===== config.mk =====
export PLATFORM = sky130hd
export DESIGN_NAME = rx_sweep_ctrl_flat
export DESIGN_NICKNAME = d
export VERILOG_FILES = /design/src/rtl/rx_sweep_ctrl_if.sv /design/src/rtl/rx_sweep_ctrl.sv /design/src/flat_wrapper.sv
export SDC_FILE = /design/constraint.sdc
export NUM_CORES = 1
export LEC_CHECK = 0
export CAP_MARGIN = 20
export CORE_MARGIN = 2
export CORE_UTILIZATION = 37
export CTS_BUF_LIST = sky130_fd_sc_hd__clkbuf_8
export CTS_CLUSTER_DIAMETER = 80
export DETAILED_ROUTE_END_ITERATION = 10
export GPL_TIMING_DRIVEN = 1
export PLACE_DENSITY = 0.65
export REMOVE_ABC_BUFFERS = 1
export SETUP_SLACK_MARGIN = 0.2
export SYNTH_ARGS = -nofsm -noshare
export SYNTH_HDL_FRONTEND = slang
export SYNTH_SLANG_ARGS = --single-unit

===== constraint.sdc =====
create_clock -name sys_clk -period 3.8 [get_ports sys_clk]
set_input_delay 0.38 -clock sys_clk [delete_from_list [all_inputs] [get_ports sys_clk]]
set_output_delay 0.38 -clock sys_clk [all_outputs]
set_load 0.05 [all_outputs]

===== src/rtl/rx_sweep_ctrl_if.sv =====
// Result channel of the receive sweep controller: one averaged point per
// valid/ready handshake.
interface rx_sweep_ctrl_if #(
  parameter int MW  = 16,
  parameter int PHW = 25
);
  logic           res_valid;
  logic           res_ready;
  logic [11:0]    res_index;
  logic [MW-1:0]  res_mag;
  logic [PHW-1:0] res_phase;

  modport master (output res_valid, res_index, res_mag, res_phase, input res_ready);
  modport slave  (input res_valid, res_index, res_mag, res_phase, output res_ready);
endinterface


===== src/rtl/rx_sweep_ctrl.sv =====
// Frequency sweep sequencer: steps the rx NCO increment, settles, averages
// 2^AVG_LOG2 magnitudes per point. RX_SWEEP_PEAK_TRACK_EN adds peak tracking.
module rx_sweep_ctrl #(
  parameter int PW       = 19,
  parameter int MW       = 16,
  parameter int PHW      = 25,
  parameter int AVG_LOG2 = 4
) (
  input  logic                 sys_clk,
  input  logic                 rst,
  input  logic                 start,
  input  logic                 stop,
  input  logic [PW-1:0]        f_start,
  input  logic [PW-1:0]        f_step,
  input  logic [11:0]          n_points,
  input  logic [7:0]           settle_samples,
  input  logic                 ce_down,
  input  logic [MW-1:0]        rx_magnitude,
  input  logic [PHW-1:0]       rx_phase,
  output logic [PW-1:0]        phase_inc,
  rx_sweep_ctrl_if.master      res,
`ifdef RX_SWEEP_PEAK_TRACK_EN
  output logic [MW-1:0]        peak_mag,
  output logic [11:0]          peak_index,
`endif
  output logic                 busy,
  output logic                 done
);

  localparam int AW = MW + AVG_LOG2;
  localparam logic [AVG_LOG2:0] AVG_LAST = (AVG_LOG2+1)'((1 << AVG_LOG2) - 1);

  typedef enum logic [2:0] {IDLE, SETTLE, ACQ, EMIT, FINISH} state_t;

  state_t            state_q, state_d;
  logic [PW-1:0]     phase_inc_q, phase_inc_d;
  logic [PW-1:0]     f_step_q, f_step_d;
  logic [11:0]       n_pts_q, n_pts_d;
  logic [7:0]        settle_q, settle_d;
  logic [11:0]       index_q, index_d;
  logic [7:0]        settle_cnt_q, settle_cnt_d;
  logic [AVG_LOG2:0] avg_cnt_q, avg_cnt_d;
  logic [AW-1:0]     acc_q, acc_d, acc_sum;
  logic              res_valid_q, res_valid_d;
  logic [11:0]       res_index_q, res_index_d;
  logic [MW-1:0]     res_mag_q, res_mag_d;
  logic [PHW-1:0]    res_phase_q, res_phase_d;
  logic              busy_q, busy_d;
  logic              done_q, done_d;
`ifdef RX_SWEEP_PEAK_TRACK_EN
  logic [MW-1:0]     peak_mag_q, peak_mag_d;
  logic [11:0]       peak_index_q, peak_index_d;
`endif

  always_comb begin
    state_d      = state_q;
    phase_inc_d  = phase_inc_q;
    f_step_d     = f_step_q;
    n_pts_d      = n_pts_q;
    settle_d     = settle_q;
    index_d      = index_q;
    settle_cnt_d = settle_cnt_q;
    avg_cnt_d    = avg_cnt_q;
    acc_d        = acc_q;
    res_valid_d  = res_valid_q;
    res_index_d  = res_index_q;
    res_mag_d    = res_mag_q;
    res_phase_d  = res_phase_q;
    done_d       = 1'b0;
`ifdef RX_SWEEP_PEAK_TRACK_EN
    peak_mag_d   = peak_mag_q;
    peak_index_d = peak_index_q;
`endif
    acc_sum = acc_q + AW'(rx_magnitude);

    // Abort beats any handshake or sample arriving in the same cycle.
    if (stop && state_q != IDLE) begin
      state_d      = IDLE;
      res_valid_d  = 1'b0;
      settle_cnt_d = '0;
      avg_cnt_d    = '0;
      acc_d        = '0;
    end else begin
      case (state_q)
        IDLE: if (start) begin
          f_step_d     = f_step;
          n_pts_d      = n_points;
          settle_d     = settle_samples;
          index_d      = '0;
          settle_cnt_d = '0;
          avg_cnt_d    = '0;
          acc_d        = '0;
`ifdef RX_SWEEP_PEAK_TRACK_EN
          peak_mag_d   = '0;
          peak_index_d = '0;
`endif
          if (n_points != 12'd0) begin
            phase_inc_d = f_start;
            state_d     = SETTLE;
          end else begin
            state_d     = FINISH;
          end
        end
        SETTLE: begin
          if (settle_q == 8'd0) begin
            state_d = ACQ;
          end else if (ce_down) begin
            if (settle_cnt_q == settle_q - 8'd1) begin
              settle_cnt_d = '0;
              state_d      = ACQ;
            end else begin
              settle_cnt_d = settle_cnt_q + 8'd1;
            end
          end
        end
        ACQ: if (ce_down) begin
          if (avg_cnt_q == AVG_LAST) begin
            res_mag_d   = acc_sum[AW-1:AVG_LOG2];
            res_phase_d = rx_phase;
            res_index_d = index_q;
            res_valid_d = 1'b1;
            acc_d       = '0;
            avg_cnt_d   = '0;
            state_d     = EMIT;
          end else begin
            acc_d     = acc_sum;
            avg_cnt_d = avg_cnt_q + 1'b1;
          end
        end
        EMIT: if (res.res_ready) begin
          res_valid_d = 1'b0;
`ifdef RX_SWEEP_PEAK_TRACK_EN
          if (res_mag_q > peak_mag_q) begin
            peak_mag_d   = res_mag_q;
            peak_index_d = res_index_q;
          end
`endif
          if (index_q == n_pts_q - 12'd1) begin
            state_d = FINISH;
          end else begin
            index_d     = index_q + 12'd1;
            phase_inc_d = phase_inc_q + f_step_q;
            state_d     = SETTLE;
          end
        end
        FINISH: begin
          done_d  = 1'b1;
          state_d = IDLE;
        end
        default: state_d = IDLE;
      endcase
    end
    busy_d = (state_d != IDLE);
  end

  always_ff @(posedge sys_clk) begin
    if (!rst) begin
      state_q      <= IDLE;
      phase_inc_q  <= '0;
      f_step_q     <= '0;
      n_pts_q      <= '0;
      settle_q     <= '0;
      index_q      <= '0;
      settle_cnt_q <= '0;
      avg_cnt_q    <= '0;
      acc_q        <= '0;
      res_valid_q  <= 1'b0;
      res_index_q  <= '0;
      res_mag_q    <= '0;
      res_phase_q  <= '0;
      busy_q       <= 1'b0;
      done_q       <= 1'b0;
`ifdef RX_SWEEP_PEAK_TRACK_EN
      peak_mag_q   <= '0;
      peak_index_q <= '0;
`endif
    end else begin
      state_q      <= state_d;
      phase_inc_q  <= phase_inc_d;
      f_step_q     <= f_step_d;
      n_pts_q      <= n_pts_d;
      settle_q     <= settle_d;
      index_q      <= index_d;
      settle_cnt_q <= settle_cnt_d;
      avg_cnt_q    <= avg_cnt_d;
      acc_q        <= acc_d;
      res_valid_q  <= res_valid_d;
      res_index_q  <= res_index_d;
      res_mag_q    <= res_mag_d;
      res_phase_q  <= res_phase_d;
      busy_q       <= busy_d;
      done_q       <= done_d;
`ifdef RX_SWEEP_PEAK_TRACK_EN
      peak_mag_q   <= peak_mag_d;
      peak_index_q <= peak_index_d;
`endif
    end
  end

  assign phase_inc     = phase_inc_q;
  assign res.res_valid = res_valid_q;
  assign res.res_index = res_index_q;
  assign res.res_mag   = res_mag_q;
  assign res.res_phase = res_phase_q;
  assign busy          = busy_q;
  assign done          = done_q;
`ifdef RX_SWEEP_PEAK_TRACK_EN
  assign peak_mag      = peak_mag_q;
  assign peak_index    = peak_index_q;
`endif

endmodule


===== src/flat_wrapper.sv =====
// flat-port wrapper written by rule: the top's interface ports become plain ports
module rx_sweep_ctrl_flat 
#(
  parameter int PW       = 19,
  parameter int MW       = 16,
  parameter int PHW      = 25,
  parameter int AVG_LOG2 = 4
)
  (sys_clk, rst, start, stop, f_start, f_step, n_points, settle_samples, ce_down, rx_magnitude, rx_phase, phase_inc, busy, done, res_res_valid, res_res_index, res_res_mag, res_res_phase, res_res_ready);
  rx_sweep_ctrl_if #(.MW(MW), .PHW(PHW)) res_i ();
  input  logic sys_clk;
  input  logic rst;
  input  logic start;
  input  logic stop;
  input  logic [PW-1:0] f_start;
  input  logic [PW-1:0] f_step;
  input  logic [11:0] n_points;
  input  logic [7:0] settle_samples;
  input  logic ce_down;
  input  logic [MW-1:0] rx_magnitude;
  input  logic [PHW-1:0] rx_phase;
  output logic [PW-1:0] phase_inc;
  output logic busy;
  output logic done;
  output wire logic [$bits(res_i.res_valid)-1:0] res_res_valid;
  output wire logic [$bits(res_i.res_index)-1:0] res_res_index;
  output wire logic [$bits(res_i.res_mag)-1:0] res_res_mag;
  output wire logic [$bits(res_i.res_phase)-1:0] res_res_phase;
  input wire logic [$bits(res_i.res_ready)-1:0] res_res_ready;
  assign res_res_valid = res_i.res_valid;
  assign res_res_index = res_i.res_index;
  assign res_res_mag = res_i.res_mag;
  assign res_res_phase = res_i.res_phase;
  assign res_i.res_ready = res_res_ready;
  rx_sweep_ctrl #(.PW(PW), .MW(MW), .PHW(PHW), .AVG_LOG2(AVG_LOG2)) u_core (.sys_clk(sys_clk), .rst(rst), .start(start), .stop(stop), .f_start(f_start), .f_step(f_step), .n_points(n_points), .settle_samples(settle_samples), .ce_down(ce_down), .rx_magnitude(rx_magnitude), .rx_phase(rx_phase), .phase_inc(phase_inc), .res(res_i), .busy(busy), .done(done));
endmodule

==> impl_results.md, run 1 <==
* Status: finished clean
* Post-placement setup slack at 0.342 ns
* GPL Wtd Cong at 0.816
* Max-slew headroom at 33.3%
* ANT nets after route at 0
* Comb power frac at 23.4%
* First-pass GRT wire length at 36.7 mm
* WP data required at 4.11 ns
* Max cap viols at 0
* Hold_buf cts at 0
* Layout Skew at 0.0121 ns
* Dpl hpwl at 16.3 mm
* Crit start category: register
* Maximum operating frequency at 311 MHz
* Final nets at 1364
* Maximum fanout count along the critical path at 14
* Final Slew Violations at 0
* Switching share of power at 31.6%
* I/O Buffers at 179
* Hold_ws at 0.455 ns
* Min setup slack post-route at 0.590 ns
* GR Util met1 at 24.0%
* DRC at 0
* Met2 usage at 33.1%
* Leakage Power at 0.00396 uW
* Setup Crit Path Kind: reg2reg
* GRT Overall Usage at 18.9%
* Vias in the first global route at 7307
* WP data arrival at 3.52 ns
* Placeable Area at 22000 sq um
* Clk buf depth at 2
* Routed vias/inst at 5.19
* Synthesized flop and latch total at 162
* Initial antenna violation count at 0
* DR pass1 iterations at 5
* Dominant synthesized flop cell: dfxtp_1
* Worst Hold Class: reg2reg
* Unique masters post-synth at 63
* Die Y at 154 um
* Worst setup EP type: register
* CTS tree: yes
* Power Density at 367 nW/um^2
* Commonest non-fill, non-tap cell in the layout: nand2_1
* Fill cell count at 2192
* Mean Syn Cell Area at 7.85 sq um
* Reg area at 3240 sq um
* Cells after Synth at 1065
* Most frequent cells in the layout: 225 x nand2_1, 179 x clkdlybuf4s50_1, 162 x dfxtp_1
* Starting Density at 37.9%
* CTS Buf Count at 17
* Routed wire length at 22.8 mm
* Clock slew at the register clock pins of the worst setup and hold paths at 0.09 ns
* N_diodes at 0
* R2r setup slk at 0.59 ns
* Routed len/inst at 15.1 um
* Synth warn at 0
* Fin. Hold Viols at 0
* Detailed Route Iter0 Violations at 352
* Share of cells above drive strength 1 at 5.05%
* Internal power component at 2700 uW
* Multi-input logic area at 4810 sq um
* Number of synthesized flops with an enable pin at 0
* Clock power share at 29.6%
* Post-synth ARST share at 0%
* Worst-Margin Slew at 0.999 ns
* Sequential share of power at 46.9%
* Num ports at 180
* Area Overhead vs Synth at 28.7%
* Worst VDD drop at 172 uV
* Fin Setup TNS at 0 ns
* Final period utilization at 84.5%
* Chip width at 154 um
* Die area at 23800 sq um
* Clk root buf: clkbuf_8
* CTS sink cnt at 162
* Sequential area share after synthesis at 38.8%
* Endpoints failing setup at 0
* Post-route minimum period at 3.21 ns
* Rows at 54
* Largest net degree at the start of global routing at 51
* RSZ-0062 raised after global routing: false
* Later-pin clock latency in the skew report at 0.44 ns
* Met3 Use GR at 3.31%
* H-tree Lvls at 4
* GR peak layer: met2
* Post-Syn Area at 8360 sq um
* Grt total ovfl at 0
* Via count at 7815
* Switching power at 1250 uW
[metal layers]
metal,vias up,share of wire (%)
li1,4009,-
met1,3687,46
met2,103,50
met4,0,1.1
met5,-,0
met3,16,3.0
[stage by stage]
| step | instances | total power, uW | instance area, sq um | util (%) |
|---|---|---|---|---|
| global route | 1507 | 4170 | 10800 | 48.8 |
| floorplan | 1004 | 2480 | 8110 | - |
| CTS | 1506 | 4000 | 10700 | 48.8 |
| global placement | 1477 | 2800 | 10400 | 47.2 |
| detailed placement | 1477 | 2820 | 10400 | 47.2 |
| finish | 1507 | 3950 | 10800 | 48.8 |
[cell families (layout without fill, tap and decap cells)]
| group | count (synthesis) | in the layout | share of synthesized area [%] |
|---|---|---|---|
| buf+inv | 85 | 246 | 4.03 |
| simple gates | 435 | 435 | 23.1 |
| xor+xnor | 69 | 69 | 7.23 |
| flops | 162 | 162 | 38.8 |
| fa+ha+maj | 42 | 42 | 6.47 |
| compound gates | 266 | 267 | 19.7 |
| mux | 6 | 6 | 0.734 |
[registers in the layout (all words and copies together) (netlist names), 5 cells and up]
register / flops
u_core.settle_q: 8
u_core.res.res_phase: 25
u_core.f_step_q: 19
u_core.n_pts_q: 12
u_core.phase_inc: 19
u_core.acc_q: 20
u_core.avg_cnt_q: 5
u_core.index_q: 12
u_core.res.res_index: 12
u_core.res.res_mag: 16
u_core.settle_cnt_q: 8
[critical path, cell delays in order (launching register included)]
cell,delay (ns)
dfxtp_1,0.37
inv_1,0.08
ha_1,0.20
nor4b_4,0.39
or3b_2,0.50
a211oi_1,0.19
a31oi_1,0.11
a2111oi_4,0.50
a211oi_4,0.26
buf_4,0.26
mux2i_1,0.16
nor2_1,0.05
[synth_stat cells, types with 3 or more instances]
cell type | count | share of area (%)
or3_1 | 9 | 0.67
a211o_1 | 4 | 0.42
a21oi_1 | 134 | 8.0
a41oi_1 | 5 | 0.52
nand2_1 | 226 | 10
nand2b_1 | 5 | 0.37
xor2_1 | 29 | 3.0
buf_1 | 3 | 0.13
o21a_1 | 4 | 0.36
xnor2_1 | 40 | 4.2
o31ai_1 | 3 | 0.27
inv_1 | 24 | 1.1
nor3_1 | 24 | 1.4
o21bai_1 | 6 | 0.54
a31oi_1 | 11 | 0.82
clkbuf_1 | 54 | 2.4
a311oi_1 | 9 | 0.94
nor4_1 | 11 | 0.82
nand3b_1 | 4 | 0.36
mux2i_1 | 5 | 0.60
o211ai_1 | 4 | 0.36
nand4_1 | 8 | 0.60
nor2b_1 | 4 | 0.30
ha_1 | 40 | 6.0
and3_1 | 8 | 0.60
nor2_1 | 90 | 4.0
a21o_1 | 11 | 0.99
nand3_1 | 27 | 1.6
a22oi_1 | 13 | 1.2
nor3b_1 | 5 | 0.45
a211oi_1 | 12 | 1.1
dfxtp_1 | 162 | 39
o21ai_0 | 33 | 2.0
[power by group through the flow]
stage               logic, uW  clock network [uW]  registers (uW)
floorplan                 510                   0            1970
global placement          909                   0            1890
detailed placement        922                   0            1890
CTS                       926                1220            1850
global route             1020                1280            1870
finish                    926                1170            1850
[layout make-up]
cell class              instances  area share, %
repair buffers                193           17.8
clock buffers                  19           2.43
well taps                     280           3.26
multi-input cells             819           44.7
clock inverters                10          0.826
inverters                      24          0.849
flip-flops and latches        162           30.1
[worst paths after layout]
| path | to | cells past startpoint | start |
|---|---|---|---|
| worst max-delay path | u_core.phase_inc[7]$_SDFFE_PN0P_ | 11 | u_core.n_pts_q[0]$_SDFFE_PN0P_ |
| worst min-delay path | u_core.res.res_index[3]$_SDFFE_PN0P_ | 2 | u_core.res.res_index[3]$_SDFFE_PN0P_ |
| worst max register to register | u_core.phase_inc[7]$_SDFFE_PN0P_ | 11 | u_core.n_pts_q[0]$_SDFFE_PN0P_ |
| worst min register to register | u_core.res.res_index[3]$_SDFFE_PN0P_ | 2 | u_core.res.res_index[3]$_SDFFE_PN0P_ |
[repair_timing]
item / in CTS / in global routing
buffers inserted: 0 / 0
setup endpoints to repair: 0 / 8
gates resized for setup: 0 / 0
(Power assumes the default switching activity.)
==> run 2: changes to the inputs <==
--- a/config.mk
+++ b/config.mk
@@ -12,7 +12,7 @@
 export CTS_CLUSTER_DIAMETER = 80
 export DETAILED_ROUTE_END_ITERATION = 10
 export GPL_TIMING_DRIVEN = 1
-export PLACE_DENSITY = 0.65
+export PLACE_DENSITY = 0.68
 export REMOVE_ABC_BUFFERS = 1
 export SETUP_SLACK_MARGIN = 0.2
 export SYNTH_ARGS = -nofsm -noshare
==> constraint.sdc (replaced) <==
create_clock -name sys_clk -period 2.8 [get_ports sys_clk]
set_input_delay 0.28 -clock sys_clk [delete_from_list [all_inputs] [get_ports sys_clk]]
set_output_delay 0.28 -clock sys_clk [all_outputs]
set_load 0.05 [all_outputs]
==> impl_results.md, run 2 (synthesis gave the netlist of run 1 again) <==
* Status: complete, but fails checks
* Failing checks: negative setup slack
* Clock slew at the register clock pins of the worst setup and hold paths at 0.09 ns (about the same)
* Chip width at 154 um (unchanged)
* Buffers & Inverters on Critical Path at 3 (+1)
* Endpoints failing setup at 9 (+9)
* DR pass1 iterations at 5 (unchanged)
* Leakage Power at 0.00444 uW (+12%)
* Hold Path Depth at 3 (+1)
* Most used cell, CP: buf_6
* WP data arrival at 3.17 ns (-0.35 ns)
* Delay-heaviest family, CP: compound AO/OA/AOI/OAI gates
* Final nets at 1424 (+4.4%)
* Cells along the critical path: or4_4 -> a211o_4 -> o311ai_4 -> a31oi_4 -> a2111oi_4 -> buf_4 -> buf_6 -> o21ai_4 -> nand2_4 -> buf_6 -> xor2_1 -> nor2_1
* Vias in the first global route at 8004 (+9.5%)
* Crit start category: register
* Min setup slack post-route at -0.0439 ns (-0.633 ns)
* First-pass GRT wire length at 39.7 mm (+8.0%)
* Cell depth of the worst flop-to-flop path at 12 (+1)
* CTS sink cnt at 162 (unchanged)
* Die Y at 154 um (unchanged)
* Fin. Hold Viols at 0 (unchanged)
* Max cap viols at 0 (unchanged)
* Via count at 8145 (+4.2%)
* CTS tree: yes
* R2r setup slk at -0.04 ns (-0.63 ns)
* Final period utilization at 102% (+17 points)
* Area Overhead vs Synth at 41.2%
* RR Endpoint: u_core.index_q[2]$_SDFFE_PN0P_
* WP data required at 3.13 ns (-0.98 ns)
* Dpl hpwl at 16.5 mm (+1.2%)
* Util after Layout at 53.6% (+4.7 points)
* Worst Hold Class: in2reg
* Maximum fanout count along the critical path at 6 (-8)
* ANT nets after route at 0 (unchanged)
* GPL Wtd Cong at 0.799 (-2.1%)
* Power Density at 510 nW/um^2 (+39%)
* Placed Cells at 1515 (+2.6%)
* H-tree Lvls at 4 (unchanged)
* GRT Overall Usage at 20.3% (+1.4 points)
* Detailed Route Iter0 Violations at 392 (+11%)
* Setup Crit Path Kind: reg2reg
* Commonest non-fill, non-tap cell in the layout: nand2_1
* Post-route minimum period at 2.84 ns (-0.367 ns)
* Routed len/inst at 15.3 um (+1.2%)
* Worst VDD drop at 254 uV (+48%)
* Fill cell count at 2101 (-4.2%)
* Worst r2r src: u_core.n_pts_q[2]$_SDFFE_PN0P_
* Starting Density at 37.9% (unchanged)
* Fin Setup TNS at -0.199 ns (-0.199 ns)
* CTS Buf Count at 17 (unchanged)
* Later-pin clock latency in the skew report at 0.45 ns (about the same)
* Rows at 54 (unchanged)
* Placeable Area at 22000 sq um (unchanged)
* Non-filler cells, final at 1571 (+4.2%)
* Clk root buf: clkbuf_8
* DRC at 0 (unchanged)
* Most frequent cells in the layout: 222 x nand2_1, 179 x clkdlybuf4s50_1, 158 x dfxtp_1
* Hold_buf cts at 0 (unchanged)
* Maximum operating frequency at 352 MHz (+13%)
* Final Slew Violations at 0 (unchanged)
* Largest net degree at the start of global routing at 66 (+29%)
* Worst hold endpoint: u_core.res.res_phase[23]$_SDFFE_PN0P_
* Worst-Margin Slew at 0.883 ns (-0.117 ns)
* Routed vias/inst at 5.18 (about the same)
* Grt total ovfl at 0 (unchanged)
* Routed wire length at 24.1 mm (+5.5%)
* Initial antenna violation count at 1 (+1)
* Clk buf depth at 2 (unchanged)
* Final Total Pwr at 6020 uW (+52%)
* Layout Skew at 0.0170 ns (+0.00489 ns)
* Num ports at 180 (unchanged)
* Largest register FFs at 25 (unchanged)
* Worst Hold Launch: rx_phase[23]
* Worst path max stage delay at 0.54 ns (+0.04 ns)
* I/O Buffers at 179 (unchanged)
* Max-slew headroom at 40.9% (+7.7 points)
* Share of cells above drive strength 1 at 14.3% (+9.3 points)
* Worst setup EP type: register
* Die area at 23800 sq um (unchanged)
* Crit-path slowest cell: or4_4
* RSZ-0062 raised after global routing: true
## run 2: cell count changes in the layout (fill, tap and decap cells not counted), moves of 5 or more
cell / before / now
o21ai_0: 33 / 21
a311oi_1: 9 / 4
o21ai_2: 1 / 6
nor2_1: 90 / 82
a211oi_2: 2 / 7
a311oi_2: 0 / 5
a21oi_1: 134 / 129
buf_4: 13 / 54
o21ai_1: 1 / 7
buf_6: 0 / 15
a211oi_1: 11 / 4
## run 2: layer usage
| metal | vias to the layer above | share of wire, % | GRT usage, % |
|---|---|---|---|
| met5 | - | 0 | 0 |
| met4 | 0 | 1.4 | 5.64 |
| met3 | 21 | 3.5 | 3.78 |
| met2 | 134 | 50 | 35.6 |
| met1 | 3863 | 45 | 25.5 |
| li1 | 4127 | - | - |
## run 2: how the worst max path moves through the flow
stage	slack, ns	startpoint	cells past startpoint	to
2_1_floorplan	-2.76	u_core.state_q[0]$_SDFF_PN0_	5	u_core.acc_q[16]$_SDFFE_PP0P_
3_3_place_gp	-0.23	rx_magnitude[0]	11	u_core.acc_q[18]$_SDFFE_PP0P_
3_5_place_dp	-0.32	rx_magnitude[0]	11	u_core.acc_q[18]$_SDFFE_PP0P_
4_1_cts	-0.03	u_core.n_pts_q[0]$_SDFFE_PN0P_	12	u_core.index_q[2]$_SDFFE_PN0P_
5_1_grt	-0.16	u_core.n_pts_q[1]$_SDFFE_PN0P_	13	u_core.index_q[5]$_SDFFE_PN0P_
6_report	-0.04	u_core.n_pts_q[2]$_SDFFE_PN0P_	12	u_core.index_q[2]$_SDFFE_PN0P_
## run 2: cell type report
type / count / area, sq um / area share, %
multi-input combinational: 818 / 5170 / 43.8
inverter: 24 / 91.3 / 0.774
tap: 280 / 350 / 2.97
antenna: 1 / 2.50 / 0.0212
clock buffer: 23 / 317 / 2.68
timing repair buffer: 254 / 2480 / 21.0
sequential: 162 / 3250 / 27.5
clock inverter: 9 / 140 / 1.19
## run 2: through the flow
| stage | worst slack (ns) | hold slack [ns] | cell area [sq um] |
|---|---|---|---|
| 6_report | -0.0439 | 0.365 | 11800 |
| 3_5_place_dp | -0.316 | 0.446 | 10700 |
| 2_1_floorplan | -2.76 | 0.416 | 8110 |
| 4_1_cts | -0.0279 | 0.328 | 11600 |
| 5_1_grt | -0.160 | 0.338 | 11800 |
| 3_3_place_gp | -0.233 | 0.442 | 10700 |
## run 2: repair_timing
action                     CTS  global route
gates resized for setup     81            39
setup buffers               15             5
setup endpoints to repair   38            45
pin swaps                   20            20
gates cloned                 3             0
## run 2: worst min-delay path, delay by kind of cell
kind	cells	cell delay, ns
buf+inv	1	0.39
simple gates	1	0.05
compound gates	1	0.05
## run 2: where the power goes
| part | total, uW | internal (uW) | switching (uW) |
|---|---|---|---|
| Sequential | 2510 | 2400 | 107 |
| Clock | 1950 | 1040 | 913 |
| Combinational | 1550 | 705 | 847 |
==> run 3: changes to the inputs <==
--- a/config.mk
+++ b/config.mk
@@ -6,6 +6,7 @@
 export NUM_CORES = 1
 export LEC_CHECK = 0
 export CAP_MARGIN = 20
+export CORE_ASPECT_RATIO = 0.7
 export CORE_MARGIN = 2
 export CORE_UTILIZATION = 37
 export CTS_BUF_LIST = sky130_fd_sc_hd__clkbuf_8
==> impl_results.md, run 3 (synthesis gave the netlist of run 1 again) <==
* Most frequent cells in the layout: 222 x nand2_1, 179 x clkdlybuf4s50_1, 158 x dfxtp_1
* CTS Buf Count at 17 (unchanged)
* Final period utilization at 100% (-1.6 points)
* Endpoints failing setup at 1 (-8)
* Worst Hold Class: in2reg
* Hold_ws at 0.350 ns (-0.0151 ns)
* GPL Wtd Cong at 0.912 (+14%)
* Crit start category: register
* Grt total ovfl at 0 (unchanged)
* Worst r2r src: u_core.n_pts_q[0]$_SDFFE_PN0P_
* Power Density at 510 nW/um^2 (about the same)
* Final Slew Violations at 0 (unchanged)
* Setup Crit Path Kind: reg2reg
* CTS sink cnt at 162 (unchanged)
* Clock slew at the register clock pins of the worst setup and hold paths at 0.10 ns (about the same)
* Largest net degree at the start of global routing at 53 (-20%)
* Dpl hpwl at 16.7 mm (+1.3%)
* RR Endpoint: u_core.index_q[3]$_SDFFE_PN0P_
* Switching power at 1860 uW (-0.54%)
* Worst setup EP type: register
* Routed wire length at 24.1 mm (+0.11%)
* CTS tree: yes
* Comb power frac at 25.9% (about the same)
* Chip width at 184 um (+19%)
* Detailed Route Iter0 Violations at 351 (-10%)
* Worst VDD drop at 326 uV (+28%)
* Later-pin clock latency in the skew report at 0.47 ns (+0.02 ns)
* Commonest non-fill, non-tap cell in the layout: nand2_1
* Worst-Margin Slew at 0.702 ns (-0.181 ns)
* Clock power share at 32.3% (-0.2 points)
* Fin. Hold Viols at 0 (unchanged)
* Hold Path Depth at 3 (unchanged)
* Num ports at 180 (unchanged)
* Leakage Power at 0.00444 uW (about the same)
* Layout Skew at 0.0177 ns (+0.000671 ns)
* Share of cells above drive strength 1 at 14.8% (+0.50 points)
* Area Overhead vs Synth at 40.5%
* R2r setup slk at -0.00001 ns (+0.04 ns)
* DRC at 0 (unchanged)
* Largest register FFs at 25 (unchanged)
* Worst Hold Launch: f_step[4]
* Clk root buf: clkbuf_8
* Initial antenna violation count at 0 (-1)
* WP data arrival at 3.13 ns (-0.04 ns)
* Non-filler cells, final at 1576 (+0.32%)
* ANT nets after route at 0 (unchanged)
* Final nets at 1428 (+0.28%)
* Switching share of power at 31.0% (about the same)
* DR pass1 iterations at 5 (unchanged)
* Status: complete, but fails checks
* H-tree Lvls at 4 (unchanged)
* WP data required at 3.13 ns (about the same)
* Worst hold endpoint: u_core.f_step_q[4]$_SDFFE_PN0P_
* Post-route minimum period at 2.80 ns (-0.0438 ns)
* Max cap viols at 0 (unchanged)
* Maximum fanout count along the critical path at 6 (unchanged)
* Routed vias/inst at 5.23 (+0.93%)
* Cell depth of the worst flop-to-flop path at 11 (-1)
* Max-slew headroom at 53.2% (+12 points)
* N_diodes at 0 (-1)
* Min setup slack post-route at -0.0000133 ns (+0.0438 ns)
* Util after Layout at 53.6% (about the same)
* Starting Density at 38.2% (+0.21 points)
* Failing checks: negative setup slack
* Placed Cells at 1523 (+0.53%)
* Via count at 8247 (+1.3%)
* First-pass GRT wire length at 38.6 mm (-2.7%)
* Hold_buf cts at 0 (unchanged)
* Clk buf depth at 2 (unchanged)
* Die Y at 130 um (-16%)
* Maximum operating frequency at 357 MHz (+1.6%)
* Vias in the first global route at 7687 (-4.0%)
* Internal power component at 4130 uW (-0.44%)
* RSZ-0062 raised after global routing: true
* Placeable Area at 21900 sq um (-0.56%)
* Post-placement setup slack at -0.318 ns (-0.00285 ns)
* Routed len/inst at 15.3 um (-0.21%)
* Die area at 23800 sq um (about the same)
* I/O Buffers at 179 (unchanged)
* GRT Overall Usage at 20.1% (-0.16 points)
* Sequential share of power at 41.9% (+0.2 points)
* Rows at 45 (-17%)
==> run 3: through the flow <==
stage	area (sq um)	setup TNS, ns	total power (uW)
after floorplan	8110	-161.24	3360
after global placement	10700	-1.64	3890
after detailed placement	10700	-3.07	3910
after CTS	11500	-0.0113	5970
after global routing	11700	-2.73	6290
final	11700	-0.0000133	5990
==> run 3: final cells by class <==
cell class	instances	area, sq um
Sequential cell	162	3250
Clock inverter	13	181
Fill cell	2061	10200
Inverter	24	93.8
Clock buffer	19	262
Multi-Input combinational cell	819	5130
Timing Repair Buffer	257	2460
Tap cell	282	353
==> run 3: layer usage <==
layer / share of wire [%] / wire length [um] / GRT usage, % / up-vias
li1: - / - / - / 4140
met1: 51 / 12200 / 29.0 / 3889
met2: 43 / 10400 / 30.6 / 193
met3: 5.0 / 1200 / 4.16 / 25
met4: 1.3 / 314 / 5.41 / 0
met5: 0 / 0 / 0 / -
==> run 3: worst max path at each step <==
| stage | startpoint | end | slack [ns] | cells past startpoint |
|---|---|---|---|---|
| 3_3_place_gp | rx_magnitude[0] | u_core.acc_q[18]$_SDFFE_PP0P_ | -0.23 | 11 |
| 2_1_floorplan | u_core.state_q[0]$_SDFF_PN0_ | u_core.acc_q[16]$_SDFFE_PP0P_ | -2.76 | 5 |
| 3_5_place_dp | rx_magnitude[0] | u_core.res.res_mag[14]$_SDFFE_PN0P_ | -0.32 | 12 |
| 6_report | u_core.n_pts_q[0]$_SDFFE_PN0P_ | u_core.index_q[3]$_SDFFE_PN0P_ | -0.00001 | 11 |
| 5_1_grt | u_core.n_pts_q[0]$_SDFFE_PN0P_ | u_core.phase_inc[1]$_SDFFE_PN0P_ | -0.15 | 14 |
| 4_1_cts | u_core.n_pts_q[1]$_SDFFE_PN0P_ | u_core.phase_inc[1]$_SDFFE_PN0P_ | -0.01 | 11 |
==> run 3: worst max-delay path: stages (launching register included) <==
cell and delay, ns:
dfxtp_4 0.37, or4_4 0.57, a211o_1 0.30, o311ai_2 0.28
a31oi_2 0.18, a2111oi_4 0.25, buf_6 0.18, o21ai_4 0.10
buf_6 0.16, nand4_1 0.08, xor2_1 0.15, nor2_1 0.05
==> run 3: power groups by stage <==
stage                     combinational (uW)  sequential [uW]  clock (uW)
after floorplan                          693             2670           0
after global placement                  1340             2550           0
after detailed placement                1360             2550           0
after CTS                               1470             2500        2000
after global routing                    1680             2520        2080
final                                   1550             2510        1930
==> run 3: what timing repair did <==
| action | in CTS | in global routing |
|---|---|---|
| buffers inserted | 12 | 6 |
| setup endpoints to repair | 38 | 46 |
| pin swaps | 30 | 23 |
| resized for setup | 61 | 43 |
| hold endpoints to repair | 0 | 0 |
| cloned | 3 | 0 |
